--- config.mk ---
export PLATFORM = sky130hd
export DESIGN_NAME = instr_sequencer
export DESIGN_NICKNAME = d
export VERILOG_FILES = /design/src/rtl/seq_pkg.sv /design/src/rtl/seq_op_decode.sv /design/src/rtl/instr_sequencer.sv
export SDC_FILE = /design/constraint.sdc
export NUM_CORES = 1
export LEC_CHECK = 0
export ABC_AREA = 1
export BUFFER_PORTS_ARGS = -buffer_cell sky130_fd_sc_hd__buf_2
export CORE_ASPECT_RATIO = 0.5
export CORE_UTILIZATION = 55
export DETAILED_ROUTE_END_ITERATION = 8
export PLACE_DENSITY_LB_ADDON = 0.2
export SLEW_MARGIN = 20
export SYNTH_ARGS = -nofsm -noshare
export SYNTH_HDL_FRONTEND = slang
export SYNTH_SLANG_ARGS = --single-unit
--- constraint.sdc ---
create_clock -name clk -period 4.2 [get_ports clk]
set_clock_uncertainty 0.1 [all_clocks]
set_input_delay 0.42 -clock clk [delete_from_list [all_inputs] [get_ports clk]]
set_output_delay 0.42 -clock clk [all_outputs]
set_load 0.05 [all_outputs]
--- src/rtl/seq_pkg.sv ---
// Shared opcode/ALU constants, FSM state encoding and instruction layout for the
// instruction sequencer.
package seq_pkg;

  localparam int unsigned INSTR_W   = 32;
  localparam int unsigned OPCODE_W  = 4;
  localparam int unsigned RF_ADDR_W = 4;
  localparam int unsigned ALU_OP_W  = 2;

  localparam logic [OPCODE_W-1:0] OP_NOP = 4'h0;
  localparam logic [OPCODE_W-1:0] OP_ADD = 4'h2;
  localparam logic [OPCODE_W-1:0] OP_SUB = 4'h4;

  localparam logic [ALU_OP_W-1:0] ALU_ADD = 2'b00;
  localparam logic [ALU_OP_W-1:0] ALU_SUB = 2'b01;

  typedef enum logic [2:0] {
    IDLE,
    FETCH,
    WAIT,
    DECODE,
    EXEC,
    WB,
    HALTED
  } seq_state_t;

  // Instruction word as it arrives from instruction memory
  typedef struct packed {
    logic [OPCODE_W-1:0]  opcode;
    logic [RF_ADDR_W-1:0] rs1;
    logic [RF_ADDR_W-1:0] rs2;
    logic [RF_ADDR_W-1:0] rd;
    logic [15:0]          imm;
  } instr_t;

  typedef struct packed {
    logic                is_alu;
    logic                alu_src;
    logic [ALU_OP_W-1:0] alu_op;
    logic                illegal;
  } op_ctrl_t;

endpackage

--- src/rtl/seq_op_decode.sv ---
// Opcode decoder: maps an instruction opcode to ALU control and legality.
module seq_op_decode
  import seq_pkg::*;
(
  input  logic [OPCODE_W-1:0] opcode,
  output op_ctrl_t            ctrl_c
);

  always_comb begin
    ctrl_c = '0;
    ctrl_c.alu_op = ALU_ADD;
    case (opcode)
      OP_NOP: ctrl_c.is_alu = 1'b0;
      OP_ADD: begin
        ctrl_c.is_alu  = 1'b1;
        ctrl_c.alu_src = 1'b1;
        ctrl_c.alu_op  = ALU_ADD;
      end
      OP_SUB: begin
        ctrl_c.is_alu  = 1'b1;
        ctrl_c.alu_src = 1'b1;
        ctrl_c.alu_op  = ALU_SUB;
      end
      // Unsupported opcodes retire as NOP and are flagged
      default: ctrl_c.illegal = 1'b1;
    endcase
  end

endmodule

--- src/rtl/instr_sequencer.sv ---
// Multi-cycle fetch/decode/execute/writeback sequencer driving instruction memory,
// register-file addressing and ALU control, with halt, timeout and retire count.
module instr_sequencer
  import seq_pkg::*;
#(
  parameter int unsigned ADDR_W      = 8,
  parameter int unsigned MEM_TIMEOUT = 15,
  parameter int unsigned RET_W       = 16
) (
  input  logic                 clk,
  input  logic                 rst_n,
  input  logic                 start,
  input  logic                 halt_req,
  output logic                 imem_req,
  output logic [ADDR_W-1:0]    imem_addr,
  input  logic                 imem_valid,
  input  logic [INSTR_W-1:0]   imem_rdata,
  output logic [RF_ADDR_W-1:0] rf_rd_addr1,
  output logic [RF_ADDR_W-1:0] rf_rd_addr2,
  output logic [RF_ADDR_W-1:0] rf_wr_addr,
  output logic                 rf_we,
  output logic                 alu_src,
  output logic [ALU_OP_W-1:0]  alu_op,
  output logic                 alu_en,
  output logic                 busy,
  output logic                 err,
  output logic                 illegal,
  output logic                 retire,
  output logic [RET_W-1:0]     retired_cnt
);

  localparam int unsigned WCNT_W = $clog2(MEM_TIMEOUT + 1);

  seq_state_t          state_q, state_d;
  logic [ADDR_W-1:0]   pc_q, pc_d;
  instr_t              ir_q, ir_d;
  logic [WCNT_W-1:0]   wcnt_q, wcnt_d;
  logic [RET_W-1:0]    ret_q, ret_d;
  logic                halt_q, halt_d;
  logic                err_q, err_d;
  logic                retire_now;
  logic                busy_now;
  op_ctrl_t            ctrl_c;

  logic                 imem_req_d, busy_d, alu_en_d, alu_src_d, rf_we_d;
  logic                 retire_d, illegal_d, rf_live;
  logic [ALU_OP_W-1:0]  alu_op_d;
  logic [RF_ADDR_W-1:0] rd1_d, rd2_d, wr_d;

  logic unused_imm;
  assign unused_imm = ^ir_q.imm;

  // Instruction register view for the coming cycle; only WAIT loads it
  assign ir_d = (state_q == WAIT && imem_valid) ? instr_t'(imem_rdata) : ir_q;

  seq_op_decode u_dec (
    .opcode (ir_d.opcode),
    .ctrl_c (ctrl_c)
  );

  assign busy_now = (state_q != IDLE) && (state_q != HALTED);

  always_comb begin
    state_d    = state_q;
    pc_d       = pc_q;
    wcnt_d     = wcnt_q;
    ret_d      = ret_q;
    halt_d     = halt_q;
    err_d      = err_q;
    retire_now = 1'b0;

    if (busy_now && halt_req) halt_d = 1'b1;

    case (state_q)
      IDLE: begin
        if (start) begin
          state_d = FETCH;
          err_d   = 1'b0;
        end
      end
      FETCH: begin
        wcnt_d  = '0;
        state_d = WAIT;
      end
      WAIT: begin
        if (imem_valid) begin
          state_d = DECODE;
        end else begin
          wcnt_d = wcnt_q + WCNT_W'(1);
          if (wcnt_d == WCNT_W'(MEM_TIMEOUT)) begin
            err_d   = 1'b1;
            halt_d  = 1'b0;
            state_d = HALTED;
          end
        end
      end
      DECODE: begin
        if (ctrl_c.is_alu) state_d = EXEC;
        else               retire_now = 1'b1;
      end
      EXEC:   state_d = WB;
      WB:     retire_now = 1'b1;
      HALTED: begin
        if (start) begin
          err_d   = 1'b0;
          state_d = FETCH;
        end
      end
      default: state_d = IDLE;
    endcase

    // Instruction boundary: advance pc, count, and honour a pending halt
    if (retire_now) begin
      pc_d  = pc_q + ADDR_W'(1);
      ret_d = ret_q + RET_W'(1);
      if (halt_q || halt_req) begin
        state_d = IDLE;
        halt_d  = 1'b0;
      end else begin
        state_d = FETCH;
      end
    end

    // Registered outputs are computed for the state being entered
    rf_live    = (state_d == DECODE) || (state_d == EXEC) || (state_d == WB);
    imem_req_d = (state_d == FETCH);
    busy_d     = (state_d != IDLE) && (state_d != HALTED);
    alu_en_d   = (state_d == EXEC);
    alu_src_d  = alu_en_d & ctrl_c.alu_src;
    alu_op_d   = alu_en_d ? ctrl_c.alu_op : ALU_ADD;
    rf_we_d    = (state_d == WB);
    illegal_d  = (state_d == DECODE) && ctrl_c.illegal;
    retire_d   = ((state_d == DECODE) && !ctrl_c.is_alu) || (state_d == WB);
    rd1_d      = rf_live ? ir_d.rs1 : '0;
    rd2_d      = rf_live ? ir_d.rs2 : '0;
    wr_d       = rf_live ? ir_d.rd  : '0;
  end

  always_ff @(posedge clk) begin
    if (!rst_n) begin
      state_q     <= IDLE;
      pc_q        <= '0;
      ir_q        <= '0;
      wcnt_q      <= '0;
      ret_q       <= '0;
      halt_q      <= 1'b0;
      err_q       <= 1'b0;
      imem_req    <= 1'b0;
      busy        <= 1'b0;
      alu_en      <= 1'b0;
      alu_src     <= 1'b0;
      alu_op      <= '0;
      rf_we       <= 1'b0;
      illegal     <= 1'b0;
      retire      <= 1'b0;
      rf_rd_addr1 <= '0;
      rf_rd_addr2 <= '0;
      rf_wr_addr  <= '0;
    end else begin
      state_q     <= state_d;
      pc_q        <= pc_d;
      ir_q        <= ir_d;
      wcnt_q      <= wcnt_d;
      ret_q       <= ret_d;
      halt_q      <= halt_d;
      err_q       <= err_d;
      imem_req    <= imem_req_d;
      busy        <= busy_d;
      alu_en      <= alu_en_d;
      alu_src     <= alu_src_d;
      alu_op      <= alu_op_d;
      rf_we       <= rf_we_d;
      illegal     <= illegal_d;
      retire      <= retire_d;
      rf_rd_addr1 <= rd1_d;
      rf_rd_addr2 <= rd2_d;
      rf_wr_addr  <= wr_d;
    end
  end

  assign imem_addr   = pc_q;
  assign err         = err_q;
  assign retired_cnt = ret_q;

endmodule

After elaboration in Yosys (flattened, before gate mapping) --
Index checks and enable logic that the tools add are counted. Widths: inputs -> output; s select.
Operators by class: bitwise operators 1, mux-type cells 25, reductions and logical operators 24, equality and inequality tests 18, $add $sub $neg 3
Operators with widths (number):
- $mux 32 | 1
- $pmux 3 s6 | 1
- $add 16x1->16 const B | 1
- $eq 3x3->1 const B | 5
- $mux 3 | 5
- $mux 1 | 13
- $eq 3x2->1 const B | 3
- $add 8x1->8 const B | 1
- $pmux 4 s2 | 1
- $eq 3x1->1 const B | 2
- $logic_and 1x1->1 | 6
- $ne 3x3->1 const B | 2
- $pmux 3 s2 | 1
- $reduce_and 2->1 | 3
- $reduce_bool 3->1 | 2
- $add 4x1->4 const B | 1
- $eq 4x2->1 const B | 1
- $eq 4x3->1 const B | 1
- $eq 4x4->1 const B | 1
- $logic_not 4->1 | 1
- $logic_or 1x1->1 | 4
- $mux 4 | 1
- $ne 2x1->1 const B | 2
- $pmux 1 s2 | 2
- other kinds (8) | 10
Word-level totals: register bits after elaboration 86, logic and storage cells 93, bits of input ports 37, output and inout port bits 46

Longest topological paths before layout --
Gate-level depths: netlist (run 1).
depth after elaboration 13, depth in mapped cells 15

Hierarchy --
A second synthesis (run 1) with hierarchy kept.
Unflattened totals: cells, all modules 445, area, all modules 3163.0 um^2
By module, submodules not included:
- instr_sequencer | sequential area each 1401.3 um^2, area an instance 3104.2 um^2, instances 1, cells each 434
- seq_op_decode | sequential area each 0.0 um^2, area an instance 58.8 um^2, instances 1, cells each 11

Worst setup path after synthesis (run 1) --
Ideal clock, no wire load.
path type flip-flop to flip-flop, from register ret_q[1] (netlist: retired_cnt[1]), to register ret_q[14] (netlist: retired_cnt[14]), library setup time 132 ps, cell stages (with the launch flop) 8, arrival 1680 ps, setup slack 2288 ps, cell sequence dfxtp_1 -> ha_1 -> inv_1 -> nor3_1 -> nand4_1 -> xnor2_1 -> nand2_1 -> a21oi_1
On the way: cells in the longest elaborated chain, start to end 1
Ends and longest elaborated chain:
- from (decl) | RTL line instr_sequencer.sv:38 | logic [RET_W-1:0] ret_q, ret_d;
- from (signal assigned) | RTL line instr_sequencer.sv:164 | ret_q <= ret_d;
- $add 16x1->16 | RTL line instr_sequencer.sv:115 | ret_d = ret_q + RET_W'(1);
Every way passes these cells. A chain may end at the register's enable or synchronous reset.

Final worst setup path (run 1) --
from register state_q[2], to register pc_q[0] (netlist: imem_addr[0])
On the way: cells in the longest elaborated chain, start to end 8
Ends and longest elaborated chain:
- from (decl) | RTL line instr_sequencer.sv:34 | seq_state_t state_q, state_d;
- from (signal assigned) | RTL line instr_sequencer.sv:160 | state_q <= state_d;
- $eq 3x2->1 | RTL line instr_sequencer.sv:54 | assign ir_d = (state_q == WAIT && imem_valid) ? instr_t'(imem_rdata) : ir_q;
- $logic_and 1x1->1 | RTL line instr_sequencer.sv:54
- $mux 32 | RTL line instr_sequencer.sv:54
- $eq 4x2->1 / $eq 4x3->1 (equally long branches) | RTL line seq_op_decode.sv:12 | case (opcode)
- $reduce_or 2->1 (no line)
- $mux 1 | RTL line seq_op_decode.sv:12
- $mux 1 | RTL line instr_sequencer.sv:98 | if (ctrl_c.is_alu) state_d = EXEC;
- $pmux 1 s2 * | RTL line instr_sequencer.sv:74 | case (state_q)
- to (signal assigned) | RTL line instr_sequencer.sv:161 | pc_q <= pc_d;
- to (decl) | RTL line instr_sequencer.sv:35 | logic [ADDR_W-1:0] pc_q, pc_d;
Mark *: on every way between the ends. The rest lies on a longest branch, timed or not.

==> reports/results.env, run 1 <==
TIGHTEST_SLEW_PS=661.9
MIN_PATH_CELLS=3
GLOBAL_ROUTE_WIRE_LENGTH_BEFORE_REPAIR_MM=10.05
PLACED_INSTANCE_AREA_MM2=0.003407
SYNTH-SEQ-AREA-SHARE_PCT=44.53
N_ANTENNA_CELL=0
LAYOUT-DRIVE-GT1-SHARE_PCT=22.22
CELLS_ALONG_THE_CRITICAL_PATH='inv_2 -> nand4_4 -> o21ai_1 -> nor2_4 -> nand2_4 -> nand2_8 -> nand2_8 -> inv_1 -> nor2_1 -> nor2_1'
YOSYS_REGISTER_BITS=69
CRITPATHKIND='register to register'
WORST_EP_ARRIVAL_TIME_PS=2450
FMAXACHIEVABLE_MHz=429.2
CORE_MM2=0.005180
SYNTH_NETS=444
DETAIL_ROUTE.FIRST_PASS.ITERATIONS=4
DIE_W_UM=108.2
MAXCAPVIOLCOUNT=0
GLOBALPLACE.CONGESTION=0.8938
VIAS=2778
H-TREE-DEPTH=3
NUMBER_OF_GLOBAL_ROUTE_VIAS_BEFORE_REPAIR=2357
SYNTH-XOR-AREA-SHARE_PCT=4.800
NUMBER_OF_FILL_CELLS=432
TIMING.FINAL.SETUP_VIOLATIONS=0
LEAKAGEPOWER_nW=1.755
LAYOUT.CELL_AREA.NON_FILLER_MM2=0.003732
ROUTED_WL_PER_CELL_UM=12.25
DETAIL_ROUTE.ITER0.VIOLATIONS=159
PWR-SHARE-COMB_PCT=14.2
PLACED_CELLS_INCL_TAPS=522
WORST_HOLD_PATH.ENDPOINT='ir_q[26]$_SDFF_PN0_'
POST_CTS_REPAIR_SETUP_BUFFERS=0
RUN_STATUS='completed'
YOSYS_WARNINGS=0
MIN_PATH_TYPE='input port to register'
HOLD_VIOL=0
SYNTH_CELL_TYPES=34
WORST_SETUP_PATH_START_KIND='register'
DIE_HEIGHT_UM=55.10
NUMCTSBUFFERS=9
HPWLAFTERDP_MM=4.480
TIMING.CRITICAL_PATH.SLOWEST_STAGE_CELL='sky130_fd_sc_hd__o21ai_1'
WORST_HOLD_STARTPOINT='imem_rdata[26]'
SYNTHSIMPLEGATEAREAFRAC_PCT=30.90
CORE.ROWCOUNT=18
FLOORPLAN.INITIALDENSITY_PCT=59.88
FINAL_MAX_SLEW_VIOL_COUNT=0
SLEW_HEADROOM_PCT=55.81
TOP_LEVEL_PORTS=83
SYN-INSTANCE-COUNT=403
LARGEST_FAMILY_OF_LOGIC_CELLS_BY_SYNTHESIZED_AREA='simple AND/OR/NAND/NOR gates'
FIN_CRIT_SH_PCT=55.47
SYNTHESIS.AREA_MM2=0.003102
POST_ROUTE_SETUP_TNS_PS=0
VIASPERCELL=5.164
R2R_CELLS=10
POSTROUTEWIRELENGTH_MM=6.590
ROOT_BUFFER='sky130_fd_sc_hd__clkbuf_16'
SYNTH_COMPOUND_AREA_SHARE_PCT=9.117
SYNTHTOLAYOUTAREAGROWTH_PCT=20.33
TIMING.CRITICAL_PATH.FANOUT_MAX=32
CRIT_PATH_END_KIND='register'
CTS-ROOT-TO-SINK-BUFFERS=2
SYNTHADDERAREAFRAC_PCT=1.614
PWR_DENSITY_CELL_mW_PER_MM2=477.7
NUMBER_OF_ANTENNA_VIOLATIONS_AT_THE_FIRST_CHECK_IN_GLOBAL_ROUTING=0
HOLDBUFCOUNTCTS=0
WORST_R2R_ENDPOINT='imem_addr[0]$_SDFFE_PN0N_'
CTS_RESIZED=0
P_INT_mW=1.300
DRC=0
CTS_TREE='yes'
FINALPOWER_mW=1.783
CP_SLOWEST_STAGE_DELAY_PS=430
CTS.SINKS=69
DRT.ANTENNA.VIOLATING_NETS=0
NNETSFINAL=504
POWER_DISSIPATED_BY_SWITCHING_NET_LOADS_mW=0.4830
CRITICAL_PATH_REQUIRED_PS=4320
CLOCK_INSERTION_DELAY_AT_THE_LATER_PIN_OF_THE_SKEW_REPORT_PS=330
GRT_SETUP_UNREPAIRED='no'
SHARE_CLK_OF_TOTAL_POWER_PCT=45.6
LAYOUTNONFILLERINSTCOUNT=538
PWR-SHARE-SEQ_PCT=40.2
SETUP_SLACK_REG_TO_REG_PS=1870
GRT_UTIL_ALL_LAYERS_PCT=22.55
FINALWORSTPATHREQUIREDPERIOD_PS=2330
BUFFER_PORTS.INSERTED=65
GR-TOTAL-OVERFLOW=0
SW_FRAC_OF_TOTAL_PCT=27.09
SYN_AREA_PER_CELL_UM2=7.697
SYNTH_MUX_AREA_SHARE_PCT=0
VDD_DROP_MAX_V=0.0003786
PATH_CLK_SLEW_PS=50
DIE_AREA_MM2=0.005962
R2R-START='state_q[2]$_SDFF_PN0_'
GRT_START_MAX_NET_PINS=38
[power groups by stage]
stage	Sequential [mW]	Combinational (mW)	Clock (mW)
6_report	0.717	0.254	0.812
5_1_grt	0.721	0.280	0.849
4_1_cts	0.716	0.254	0.823
3_5_place_dp	0.730	0.251	0
3_3_place_gp	0.727	0.243	0
2_1_floorplan	0.765	0.168	0
[stage by stage]
stage / utilization, % / setup slack (ps) / hold WS [ps]
2_1_floorplan: - / 2288 / 348.8
3_3_place_gp: 65.77 / 1843 / 334.4
6_report: 72.05 / 1870 / 264.0
3_5_place_dp: 65.77 / 1789 / 336.1
5_1_grt: 72.05 / 1679 / 268.7
4_1_cts: 72.05 / 1875 / 254.6
[layer usage]
metal / vias to the layer above / routed length (um) / track usage [%]
li1: 1413 / - / -
met1: 1262 / 3070 / 25.27
met2: 92 / 3034 / 40.02
met3: 11 / 411 / 7.845
met4: 0 / 74 / 10.73
met5: - / 0 / 0
[Yosys cell counts (all sizes together)]
cell type,n,area [um2]
nand2,94,405.4
dfxtp,69,1381
inv,45,168.9
nor2,43,173.9
nand3,38,225.2
a21oi,35,175.2
o21ai,13,65.06
xnor2,12,105.1
buf,10,85.08
nand4,10,77.57
nor3,9,50.05
clkbuf,6,22.52
xor2,5,43.79
ha,4,50.05
a211oi,2,15.01
o211a,2,20.02
and3,1,6.260
conb,1,3.750
nand3b,1,7.510
nor4,1,6.260
o211ai,1,7.510
or2,1,6.260
[area by class of cell]
type	count	area (um2)	share of cell area [%]
multi-input cells	273	1444	38.69
flip-flops and latches	69	1381	37.01
repair buffers	65	325.3	8.716
clock buffers	10	239.0	6.403
inverters	45	168.9	4.526
well taps	70	87.58	2.347
clock inverters	6	86.33	2.313
[layout by cell type, fill, tap and decap left out, drive strengths merged]
cell type  count
and3           1
inv           45
nand4         10
a211oi         2
clkbuf        10
clkinvlp       1
o21ai         13
a21oi         35
nand3b         1
bufinv         2
dfxtp         69
o211a          2
nor2          43
conb           1
nand2         94
nor3           9
xor2           5
ha             4
or2            1
buf           65
nor4           1
nand3         38
clkinv         3
o211ai         1
xnor2         12
[worst max path at each step]
stage / startpoint / endpoint / slack [ps] / cells past startpoint
6_report: state_q[2]$_SDFF_PN0_ / imem_addr[0]$_SDFFE_PN0N_ / 1870 / 10
3_3_place_gp: imem_valid / retired_cnt[0]$_SDFFE_PN0N_ / 1840 / 10
4_1_cts: state_q[2]$_SDFF_PN0_ / imem_addr[0]$_SDFFE_PN0N_ / 1880 / 10
5_1_grt: state_q[2]$_SDFF_PN0_ / imem_addr[0]$_SDFFE_PN0N_ / 1680 / 10
3_5_place_dp: imem_valid / imem_addr[1]$_SDFFE_PN0N_ / 1790 / 10
2_1_floorplan: retired_cnt[1]$_SDFFE_PN0N_ / retired_cnt[14]$_SDFFE_PN0N_ / 2290 / 7
[registers in the layout, indices dropped and copies added, names as in the netlist, 3 cells and up]
| signal | cells |
|---|---|
| imem_addr | 8 |
| ir_q | 16 |
| retired_cnt | 16 |
| rf_rd_addr1 | 4 |
| rf_rd_addr2 | 4 |
| rf_wr_addr | 4 |
| state_q | 3 |
| wcnt_q | 4 |
[critical path: cells and delay by family (launching register included)]
kind                   cells  cell delay, ps
AOI/OAI and AO/OA          1             430
DFF                        1             400
and+or+nand+nor            7             990
buffers and inverters      2             270
[cells by family after synthesis]
| family | after synthesis |
|---|---|
| and+or+nand+nor | 198 |
| DFF | 69 |
| buffers and inverters | 61 |
| AOI/OAI and AO/OA | 53 |
| xor gates and xnor gates | 17 |
| adders and majority gates | 4 |
| other | 1 |
(Power assumes the default switching activity.)
==> run 2, diff against run 1 <==
--- a/config.mk
+++ b/config.mk
@@ -8,7 +8,7 @@
 export ABC_AREA = 1
 export BUFFER_PORTS_ARGS = -buffer_cell sky130_fd_sc_hd__buf_2
 export CORE_ASPECT_RATIO = 0.5
-export CORE_UTILIZATION = 55
+export CORE_UTILIZATION = 47
 export DETAILED_ROUTE_END_ITERATION = 8
 export PLACE_DENSITY_LB_ADDON = 0.2
 export SLEW_MARGIN = 20
==> constraint.sdc (replaced) <==
create_clock -name clk -period 2.12 [get_ports clk]
set_clock_uncertainty 0.1 [all_clocks]
set_input_delay 0.212 -clock clk [delete_from_list [all_inputs] [get_ports clk]]
set_output_delay 0.212 -clock clk [all_outputs]
set_load 0.05 [all_outputs]
==> reports/results.env, run 2 (same netlist as run 1, synthesis figures left out) <==
DETAIL_ROUTE.FIRST_PASS.ITERATIONS=4  # unchanged
MIN_PATH_CELLS=3  # unchanged
LAYOUT-DRIVE-GT1-SHARE_PCT=23.04  # +0.82 points
GR-TOTAL-OVERFLOW=0  # unchanged
POSTROUTEWIRELENGTH_MM=6.268  # -4.9%
DIE_AREA_MM2=0.006948  # +17%
H-TREE-DEPTH=3  # unchanged
NNETSFINAL=510  # +1.2%
MAXCAPVIOLCOUNT=0  # unchanged
RUN_STATUS='completed'
VIASPERCELL=4.913  # -4.9%
HOLDBUFCOUNTCTS=0  # unchanged
WORST_R2R_ENDPOINT='imem_addr[0]$_SDFFE_PN0N_'
DIE_W_UM=116.9  # +8.0%
CORE_MM2=0.006206  # +20%
SLEW_HEADROOM_PCT=55.36  # -0.44 points
LEAKAGEPOWER_nW=1.765  # +0.58%
NUMCTSBUFFERS=9  # unchanged
HPWLAFTERDP_MM=4.352  # -2.8%
VDD_DROP_MAX_V=0.0004603  # +22%
MIN_PATH_TYPE='input port to register'
STARTPOINT='state_q[1]$_SDFF_PN0_'
NUMBER_OF_ANTENNA_VIOLATIONS_AT_THE_FIRST_CHECK_IN_GLOBAL_ROUTING=0  # unchanged
VIAS=2756  # -0.79%
R2R-START='state_q[1]$_SDFF_PN0_'
SYNTHTOLAYOUTAREAGROWTH_PCT=21.46
PATH_CLK_SLEW_PS=50  # about the same
CRITPATHKIND='register to register'
ROUTED_WL_PER_CELL_UM=11.17  # -8.8%
WORST_HOLD_STARTPOINT='imem_rdata[25]'
CTS_TREE='yes'
FMAXACHIEVABLE_MHz=517.2  # +20%
CRITICAL_PATH_REQUIRED_PS=2240  # -2080 ps
TOP_LEVEL_PORTS=83  # unchanged
WORST_HOLD_PATH.ENDPOINT='ir_q[25]$_SDFF_PN0_'
TIGHTEST_SLEW_PS=668.6  # +6.654 ps
POST_ROUTE_SETUP_TNS_PS=0  # unchanged
DRT.ANTENNA.VIOLATING_NETS=0  # unchanged
TIMING.FINAL.SETUP_VIOLATIONS=0  # unchanged
R2R_CELLS=11  # +1
TIMING.CRITICAL_PATH.FANOUT_MAX=32  # unchanged
SETUP_SLACK_REG_TO_REG_PS=190  # -1680 ps
GLOBALPLACE.CONGESTION=0.8662  # -3.1%
CP_SLOWEST_STAGE_DELAY_PS=440  # about the same
CORE.ROWCOUNT=20  # +2
FIN_CRIT_SH_PCT=91.20  # +36 points
DRC=0  # unchanged
GLOBAL_ROUTE_WIRE_LENGTH_BEFORE_REPAIR_MM=10.66  # +6.0%
CRIT_PATH_END_KIND='register'
WORST_SETUP_PATH_START_KIND='register'
TIMING.CRITICAL_PATH.SLOWEST_STAGE_CELL='sky130_fd_sc_hd__dfxtp_1'
WORST_EP_ARRIVAL_TIME_PS=2050  # -400 ps
GRT_SETUP_UNREPAIRED='no'
FINALWORSTPATHREQUIREDPERIOD_PS=1934  # -396.4 ps
DIE_HEIGHT_UM=59.45  # +7.9%
PWR_DENSITY_CELL_mW_PER_MM2=886.4  # +86%
CLOCK_INSERTION_DELAY_AT_THE_LATER_PIN_OF_THE_SKEW_REPORT_PS=330  # about the same
ROOT_BUFFER='sky130_fd_sc_hd__clkbuf_16'
GRT_UTIL_ALL_LAYERS_PCT=20.18  # -2.4 points
CTS.SINKS=69  # unchanged
CELLS_ALONG_THE_CRITICAL_PATH='nand2_1 -> nor2_2 -> nand3_1 -> nand2_2 -> nor2_4 -> nand2_4 -> nand2_8 -> nand2_8 -> inv_1 -> nor2_1 -> nor2_1'
FINALPOWER_mW=3.340  # +87%
CTS-ROOT-TO-SINK-BUFFERS=2  # unchanged
FLOORPLAN.INITIALDENSITY_PCT=49.98  # -9.9 points
DETAIL_ROUTE.ITER0.VIOLATIONS=99  # -38%
NUMBER_OF_GLOBAL_ROUTE_VIAS_BEFORE_REPAIR=2314  # -1.8%
FINAL_MAX_SLEW_VIOL_COUNT=0  # unchanged
HOLD_VIOL=0  # unchanged
GRT_START_MAX_NET_PINS=38  # unchanged
MOSTFREQUENTLAYOUTCELL='sky130_fd_sc_hd__nand2_1'
BUFFER_PORTS.INSERTED=65  # unchanged
FINAL_CELL_MIX='sky130_fd_sc_hd__nand2_1 (88), sky130_fd_sc_hd__dfxtp_1 (69), sky130_fd_sc_hd__buf_2 (65)'
N_ANTENNA_CELL=0  # unchanged
-- run 2: cell count changes in the layout (fill, tap and decap cells not counted) --
cell                        before  now
sky130_fd_sc_hd__buf_4           0    6
sky130_fd_sc_hd__bufinv_16       2    1
sky130_fd_sc_hd__clkbuf_1        0    1
sky130_fd_sc_hd__clkbuf_8        1    0
sky130_fd_sc_hd__clkinv_2        2    3
sky130_fd_sc_hd__clkinv_4        1    0
sky130_fd_sc_hd__nand3_2         7    6
sky130_fd_sc_hd__nand3_4         0    1
sky130_fd_sc_hd__o21ai_1         5    4
sky130_fd_sc_hd__o21ai_2         0    1
-- run 2: critical path, delay by kind of cell, from the launching register on --
kind          cells  cell delay, ps
buf+inv           1             120
flops             1             440
simple gates     10            1150
-- run 2: cell type report --
cell class,instances,area [um2]
fill,601,2439
timing repair buffer,71,370.4
clock inverter,5,52.55
sequential,69,1381
clock buffer,10,229.0
tap,88,110.1
multi-input combinational,273,1455
inverter,45,168.9
-- run 2: repair_timing --
item / in CTS / in global routing
buffers inserted: 0 / 1
gates resized for setup: 0 / 2
endpoints found under the setup margin: 0 / 17
-- run 2: worst max path at each step --
stage / endpoint / slack [ps] / depth (start not counted)
3_5_place_dp: rf_wr_addr[3]$_SDFF_PN0_ / 80 / 7
3_3_place_gp: rf_rd_addr2[3]$_SDFF_PN0_ / 110 / 7
5_1_grt: retired_cnt[1]$_SDFFE_PN0N_ / 6 / 11
4_1_cts: rf_wr_addr[2]$_SDFF_PN0_ / 50 / 7
6_report: imem_addr[0]$_SDFFE_PN0N_ / 190 / 11
2_1_floorplan: retired_cnt[14]$_SDFFE_PN0N_ / 210 / 7
-- run 2: stage by stage --
stage / cell area [um2] / util (%) / setup slack (ps) / hold WS [ps] / std cells
6_report: 3767 / 60.71 / 186.5 / 55.71 / 561
5_1_grt: 3767 / 60.71 / 5.999 / 57.91 / 561
4_1_cts: 3749 / 60.40 / 54.85 / 48.47 / 560
3_5_place_dp: 3467 / 55.87 / 81.58 / 350.8 / 545
3_3_place_gp: 3467 / 55.87 / 108.5 / 342.5 / 545
2_1_floorplan: 3102 / - / 207.7 / 272.9 / 403
-- run 2: power by group --
| group | switching [mW] | leakage (nW) | internal, mW | total, mW |
|---|---|---|---|---|
| sequential | 0.0428 | 0.558 | 1.37 | 1.41 |
| combinational | 0.355 | 1.07 | 0.161 | 0.516 |
| clock | 0.515 | 0.138 | 0.896 | 1.41 |
| total | 0.913 | 1.77 | 2.43 | 3.34 |
-- run 2: routing by layer --
metal	track usage, %	part of all wire, %	vias up	wire length [um]
met5	0	0	-	0
met4	6.510	1.1	0	66
met3	7.362	6.1	9	382
met2	31.19	44	81	2760
met1	26.34	49	1237	3059
li1	-	-	1429	-
